`src/rtl/serial_addsub.sv`:
```
// Bit-serial adder/subtractor: one full-adder cell and a carry flip-flop, LSB first,
// with a start/busy/done handshake. Subtraction is computed as a + ~b + 1.
module serial_addsub #(
    parameter int WIDTH = 8
) (
    input  logic             clk,
    input  logic             rst_n,
    input  logic             start,
    input  logic             sub,
    input  logic [WIDTH-1:0] a,
    input  logic [WIDTH-1:0] b,
    output logic             busy,
    output logic             done,
    output logic [WIDTH-1:0] sum,
    output logic             cout,
    output logic             ovf
);

    localparam int CW = $clog2(WIDTH + 1);

    typedef enum logic [1:0] {
        IDLE,
        RUN,
        DONE
    } state_t;

    state_t           state;
    logic [WIDTH-1:0] sh_a;
    logic [WIDTH-1:0] sh_b;
    logic [WIDTH-1:0] acc;
    logic [WIDTH-1:0] acc_next;
    logic             carry;
    logic [CW-1:0]    cnt;
    logic             bit_s;
    logic             carry_next;
    logic             last_bit;

    always_comb begin
        bit_s      = sh_a[0] ^ sh_b[0] ^ carry;
        carry_next = (sh_a[0] & sh_b[0]) | (sh_a[0] & carry) | (sh_b[0] & carry);
        // NOTE: acc_next gets a full default before the MSB override, so no latch is inferred.
        acc_next            = acc >> 1;
        acc_next[WIDTH-1]   = bit_s;
        last_bit            = (cnt == CW'(WIDTH - 1));
    end

    // NOTE: every register here uses non-blocking assignment so all updates see pre-edge values.
    always_ff @(posedge clk or negedge rst_n) begin
        if (!rst_n) begin
            state <= IDLE;
            sh_a  <= '0;
            sh_b  <= '0;
            acc   <= '0;
            carry <= 1'b0;
            cnt   <= '0;
            busy  <= 1'b0;
            done  <= 1'b0;
            sum   <= '0;
            cout  <= 1'b0;
            ovf   <= 1'b0;
        end else begin
            done <= 1'b0;
            case (state)
                IDLE, DONE: begin
                    if (start) begin
                        sh_a  <= a;
                        sh_b  <= sub ? ~b : b;
                        carry <= sub;
                        cnt   <= '0;
                        acc   <= '0;
                        busy  <= 1'b1;
                        state <= RUN;
                    end else begin
                        state <= IDLE;
                    end
                end
                RUN: begin
                    sh_a  <= sh_a >> 1;
                    sh_b  <= sh_b >> 1;
                    carry <= carry_next;
                    acc   <= acc_next;
                    cnt   <= cnt + CW'(1);
                    // MSB stage: carry holds the carry into the MSB, carry_next the carry out.
                    if (last_bit) begin
                        sum   <= acc_next;
                        cout  <= carry_next;
                        ovf   <= carry ^ carry_next;
                        busy  <= 1'b0;
                        done  <= 1'b1;
                        state <= DONE;
                    end
                end
                default: state <= IDLE;
            endcase
        end
    end

endmodule

```
`config.mk`:
```
export PLATFORM = sky130hd
export DESIGN_NAME = serial_addsub
export DESIGN_NICKNAME = d
export VERILOG_FILES = /design/src/rtl/serial_addsub.sv
export SDC_FILE = /design/constraint.sdc
export NUM_CORES = 1
export LEC_CHECK = 0
export ABC_AREA = 1
export ABC_CLOCK_PERIOD_IN_PS = 1200
export CORE_MARGIN = 1.5
export CORE_UTILIZATION = 29
export CTS_BUF_LIST = sky130_fd_sc_hd__clkbuf_4
export DETAILED_ROUTE_END_ITERATION = 12
export SLEW_MARGIN = 20
export SYNTH_ARGS = -nofsm -noshare
export SYNTH_HDL_FRONTEND = slang
export SYNTH_SLANG_ARGS = --single-unit
```
`constraint.sdc`:
```
create_clock -name clk -period 1.2 [get_ports clk]
set_input_delay 0.12 -clock clk [delete_from_list [all_inputs] [get_ports clk]]
set_output_delay 0.12 -clock clk [all_outputs]
set_load 0.1 [all_outputs]
```
# After elaboration in Yosys (flattened, before gate mapping)
# Cells that the tools add are included.
# op_classes
add_sub_neg	1
n_eq_ne	5
mux	19
bitwise_logic	9
n_reduce_logical	6
# op_table
cell	count
one-hot mux 8 bit (2 select lines)	3
two-way mux 8 bit	4
inverter 8 bit	1
one-hot mux 4 bit (2 select lines)	1
two-way mux 1 bit	6
adder 4 x 1 -> 4 bit (second input constant)	1
equality test 4 x 3 -> 1 bit (second input constant)	1
two-way mux 4 bit	1
!= test 2 bit (second input constant)	2
one-hot mux 1 bit (2 select lines)	2
one-hot mux 2 bit (2 select lines)	1
AND reduction 2 bit	2
bitwise AND 1 bit	3
AND reduction 3 bit	1
XOR 1 bit	3
equality test 2 x 1 -> 1 bit (second input constant)	1
equality test 2 bit (second input constant)	1
zero test 2 bit	1
two-way mux 2 bit	1
bitwise OR 1 bit	2
nonzero test 2 bit	1
OR reduction 2 bit	1
# totals
register_bits	43
input_bits	20
word_cells	51

# Longest topological paths before layout
# Gate-level depths: netlist of the first run.
# depth
depth_word	4
ltp_mapped	7
mapped_depth_nobuf	6

# Least setup slack after synthesis of the first run
# OpenSTA, ideal clock, no wires.
# synth_timing
path_kind	flip-flop to flip-flop
start	register sh_a[0]
end	register ovf
arrival_time_ns	1.105
setup_slack_ns	-0.024
path_stages_with_launch	5
path_buffers	0
synth_period_minus_slack_ns	1.224
path_cell_list	dfrtp_1 fa_1 xor2_1 nand2_1 nand2_1
# synth_between
elab_chain_len	4
# synth_lines
element	line	text
start, declared	28	logic [WIDTH-1:0] sh_a;
start signal, assigned	78	sh_a <= sh_a >> 1;
bitwise AND 1 bit	40	carry_next = (sh_a[0] & sh_b[0]) | (sh_a[0] & carry) | (sh_b[0] & carry);
bitwise OR 1 bit (*) (2 in a row)	40	
named net carry_next	35	logic carry_next;
XOR 1 bit (*)	87	ovf <= carry ^ carry_next;
end signal, assigned	87	
end, declared	16	output logic ovf
# Mark *: on every way through the listed nets, which the timed path passes. The rest lies on a longest branch.
# A chain may end at the register's enable or synchronous reset.

# Worst setup path in the final report of the first run
# Same ends and word-level chain as after synthesis.

==> flow_summary.yaml, run 1 <==
routing:
  drc_errors: 0
  drtPass1Iterations: 4
  wl_um: 4100
  drtIter0Drc: 75
  routedWlPerCell_um: 11.1
  antenna_left: 0
  viasPerCell: 4.47
  via_count: 1645
worst_setup_path:
  cp_common_cell: "nand2_1"
  end_kind: "flop"
  worstPathRequired_ns: 1.46
  crit_buf_inv: 0
  cp_top_family: "flip-flops"
  cp.arrival_ns: 1.47
  crit_fanout: 3
  r2r_slack_ns: -0.01
  cp_slowest_cell: "dfrtp_1"
  slowest_delay_ns: 0.43
  start_kind: "flop"
  crit_chain: "fa_2 -> xor2_1 -> nand2_1 -> nand2_1"
  critical_path_class: "flop to flop"
placed_design:
  hpwl_um: 2590
  io_buffer_count: 31
  gp_congestion: 0.744
  post-place-ws_ns: -0.235
power:
  finalPower_w: 0.00795
  sequentialPowerShare_pct: 31.7
  powerDensity_nw_per_um2: 2870
  p_comb_share_pct: 59.7
  p_clk_share_pct: 8.6
  p_switching_w: 0.00373
  vdd_drop_max_v: 0.00191
  switching_share_pct: 47.0
  intPower_w: 0.00421
  power.leakage_nw: 1.40
yosys:
  postSynthAreaPerCell_um2: 8.10
  synth_xor_area_share_pct: 0.460
  yosys.area.top_type_share_pct: 55.2
  yosysTopAreaCell: "dfrtp_1"
  synth_fa_ha_area_share_pct: 1.71
  synth-seq-cells: 42
  synth_cell_types: 20
  synthSimpleGateAreaFrac_pct: 33.1
  syn_area_um2: 1900
  seq_area_frac_synth_pct: 55.2
  synthMuxAreaShare_pct: 0
  yosys_warnings: 0
  synth_top_family_by_area: "simple AND/OR/NAND/NOR gates"
  postSynthCellCount: 235
  synth_area_leaders: "dfrtp_1 55%, nand2_1 21%, nand3_1 5.8%, inv_1 3.5%, nor2_1 2.4%"
  synth_compound_area_share_pct: 2.76
  synth_nets: 257
global_routing:
  grt_use_total_pct: 12.3
  antenna_found_initial: 0
  grt_pass1_wl_um: 7020
  grt_pass1_vias: 1579
  grt_overflow: 0
  grt_start_max_net_pins: 43
sta:
  min_period_ns: 1.21
  maxSlewViolCount: 0
  holdWs_ns: 0.261
  fin_skew_ns: 0.0131
  rsz0062_at_grt: "yes"
  setup_viol: 1
  fin_ws_ns: -0.0113
  fin_crit_sh_pct: 101
  tns_ns: -0.0113
  tightest_slew_ns: 0.315
  fmax_mhz: 826
  maxSlewHeadroom_pct: 79.0
  finalHoldViolations: 0
finish:
  mostFrequentLayoutCell: "nand2_1"
  seqCellArea_um2: 1050
  fillCellCount: 648
  num_antenna_cells: 0
  layout-drive-gt1-share_pct: 25.1
  fin_nets: 313
  final_util_pct: 43.7
  layout_common_cells: "98 x nand2_1, 42 x dfrtp_1, 20 x nand3_1"
  multi_input_area_um2: 818
  areaGrowthSynthToFinish_pct: 45.7
clocking:
  clkTransAtPathRegs_ns: 0.12
  cts.path.max_buffers: 2
  cts_tree: "yes"
  cts_inserted_buffers: 5
  htree_levels: 2
  clock_sinks: 42
  insertion_delay_ns: 0.35
  cts_root_buf: "clkbuf_4"
floorplan:
  fp.dieArea_um2: 7060
  die_h_um: 84.0
  initial_core_util_pct: 30.0
  die-width_um: 84.0
  num_io_pins: 32
  num_rows: 29
  core_area_um2: 6350
job:
  max-cap-violations: 0
min_path:
  min_path_type: "input port to asynchronous set/reset pin"
status:
  outcome: "finished with violations"
  violations: "negative setup slack"
-- path summary, 6_finish.rpt --
check	from	to	depth (start not counted)
setup / recovery	sh_a[0]$_DFFE_PN0P_	ovf$_DFFE_PN0P_	4
hold / removal	rst_n	ovf$_DFFE_PN0P_	3
setup reg to reg	sh_a[0]$_DFFE_PN0P_	ovf$_DFFE_PN0P_	4
hold reg to reg	acc[4]$_DFFE_PN0P_	sum[3]$_DFFE_PN0P_	2
max in group asynchronous	rst_n	sh_b[6]$_DFFE_PN0P_	3
min in group clk	a[7]	sh_a[7]$_DFFE_PN0P_	3
-- power by group through the flow --
stage / logic, W / registers (W) / clock network (W)
finish: 0.00475 / 0.00252 / 0.000681
detailed placement: 0.00429 / 0.00251 / 0
global placement: 0.00426 / 0.00248 / 0
global route: 0.00513 / 0.00261 / 0.000783
floorplan: 0.00154 / 0.00364 / 0
CTS: 0.00442 / 0.00248 / 0.000713
-- cell type report --
| class | count | area share (%) |
|---|---|---|
| Clock buffer | 6 | 1.62 |
| Clock inverter | 1 | 0.271 |
| Inverter | 20 | 2.89 |
| Multi-Input combinational cell | 165 | 29.5 |
| Sequential cell | 42 | 37.9 |
| Tap cell | 77 | 3.47 |
| Timing Repair Buffer | 57 | 24.4 |
-- state kept, by name, summed over array words and instances, names as in the netlist --
register  count
acc           7
busy          1
carry         1
cnt           4
cout          1
done          1
ovf           1
sh_a          8
sh_b          8
state         2
sum           8
-- timing repair --
action,CTS,global route
endpoints found under the setup margin,12,35
setup buffers,2,2
gates cloned,0,2
pin swaps,4,11
hold buffers,1,0
hold endpoints to repair,42,0
resized for setup,7,26
-- worst min-delay path: stages --
cell,delay (ns)
dlygate4sd3_1,0.52
buf_2,0.12
buf_12,0.24
-- cells by family (layout without fill, tap and decap cells) --
kind of cell / after synthesis / after routing
AND/OR/NAND/NOR: 152 / 153
flip-flops: 42 / 42
buffers and inverters: 29 / 84
AO/OA/AOI/OAI: 9 / 9
adder cells (fa/ha/maj): 2 / 2
XOR/XNOR: 1 / 1
-- Yosys cell counts --
cell	n
a21oi_1	1
buf_2	7
buf_4	1
buf_6	1
dfrtp_1	42
fa_1	1
ha_1	1
inv_1	18
inv_2	2
nand2_1	107
nand2_2	2
nand2_4	1
nand3_1	22
nand4_1	1
nor2_1	12
nor2_2	2
o21ai_0	2
o22ai_1	6
or2_2	5
xor2_1	1
-- routing by layer --
metal  share of wire, %  up-vias  global-route usage [%]
met4               0.66        0                    3.58
li1                   -      837                       -
met2                 48       40                    20.6
met1                 47      765                    15.6
met3                3.9        3                    2.97
met5                  0        -                       0
-- per-stage QoR --
stage | cells | area [um^2]
floorplan | 235 | 1910
global placement | 354 | 2550
detailed placement | 354 | 2550
CTS | 364 | 2650
global route | 368 | 2770
finish | 368 | 2770
No activity file was read; power rests on OpenSTA's default activity.
==> run 2, diff against run 1 <==
--- a/config.mk
+++ b/config.mk
@@ -11,6 +11,7 @@
 export CORE_UTILIZATION = 29
 export CTS_BUF_LIST = sky130_fd_sc_hd__clkbuf_4
 export DETAILED_ROUTE_END_ITERATION = 12
+export MAX_ROUTING_LAYER = met4
 export SLEW_MARGIN = 20
 export SYNTH_ARGS = -nofsm -noshare
 export SYNTH_HDL_FRONTEND = slang
==> results of run 2 <==
Final layout, timing and power as in run 1 (identical DEF).
Among the figures that moved: final weighted congestion in routability-driven placement 0.744 -> 0.753; overall routing resource usage 12.3% -> 12.6%
==> run 3, diff against run 2 <==
--- a/config.mk
+++ b/config.mk
@@ -12,7 +12,7 @@
 export CTS_BUF_LIST = sky130_fd_sc_hd__clkbuf_4
 export DETAILED_ROUTE_END_ITERATION = 12
 export MAX_ROUTING_LAYER = met4
-export SLEW_MARGIN = 20
+export SLEW_MARGIN = 0
 export SYNTH_ARGS = -nofsm -noshare
 export SYNTH_HDL_FRONTEND = slang
 export SYNTH_SLANG_ARGS = --single-unit
==> results of run 3 <==
Final layout, timing and power as in run 1 (identical DEF).
Among the figures that moved: final weighted congestion in routability-driven placement 0.744 -> 0.753; overall routing resource usage 12.3% -> 12.6%
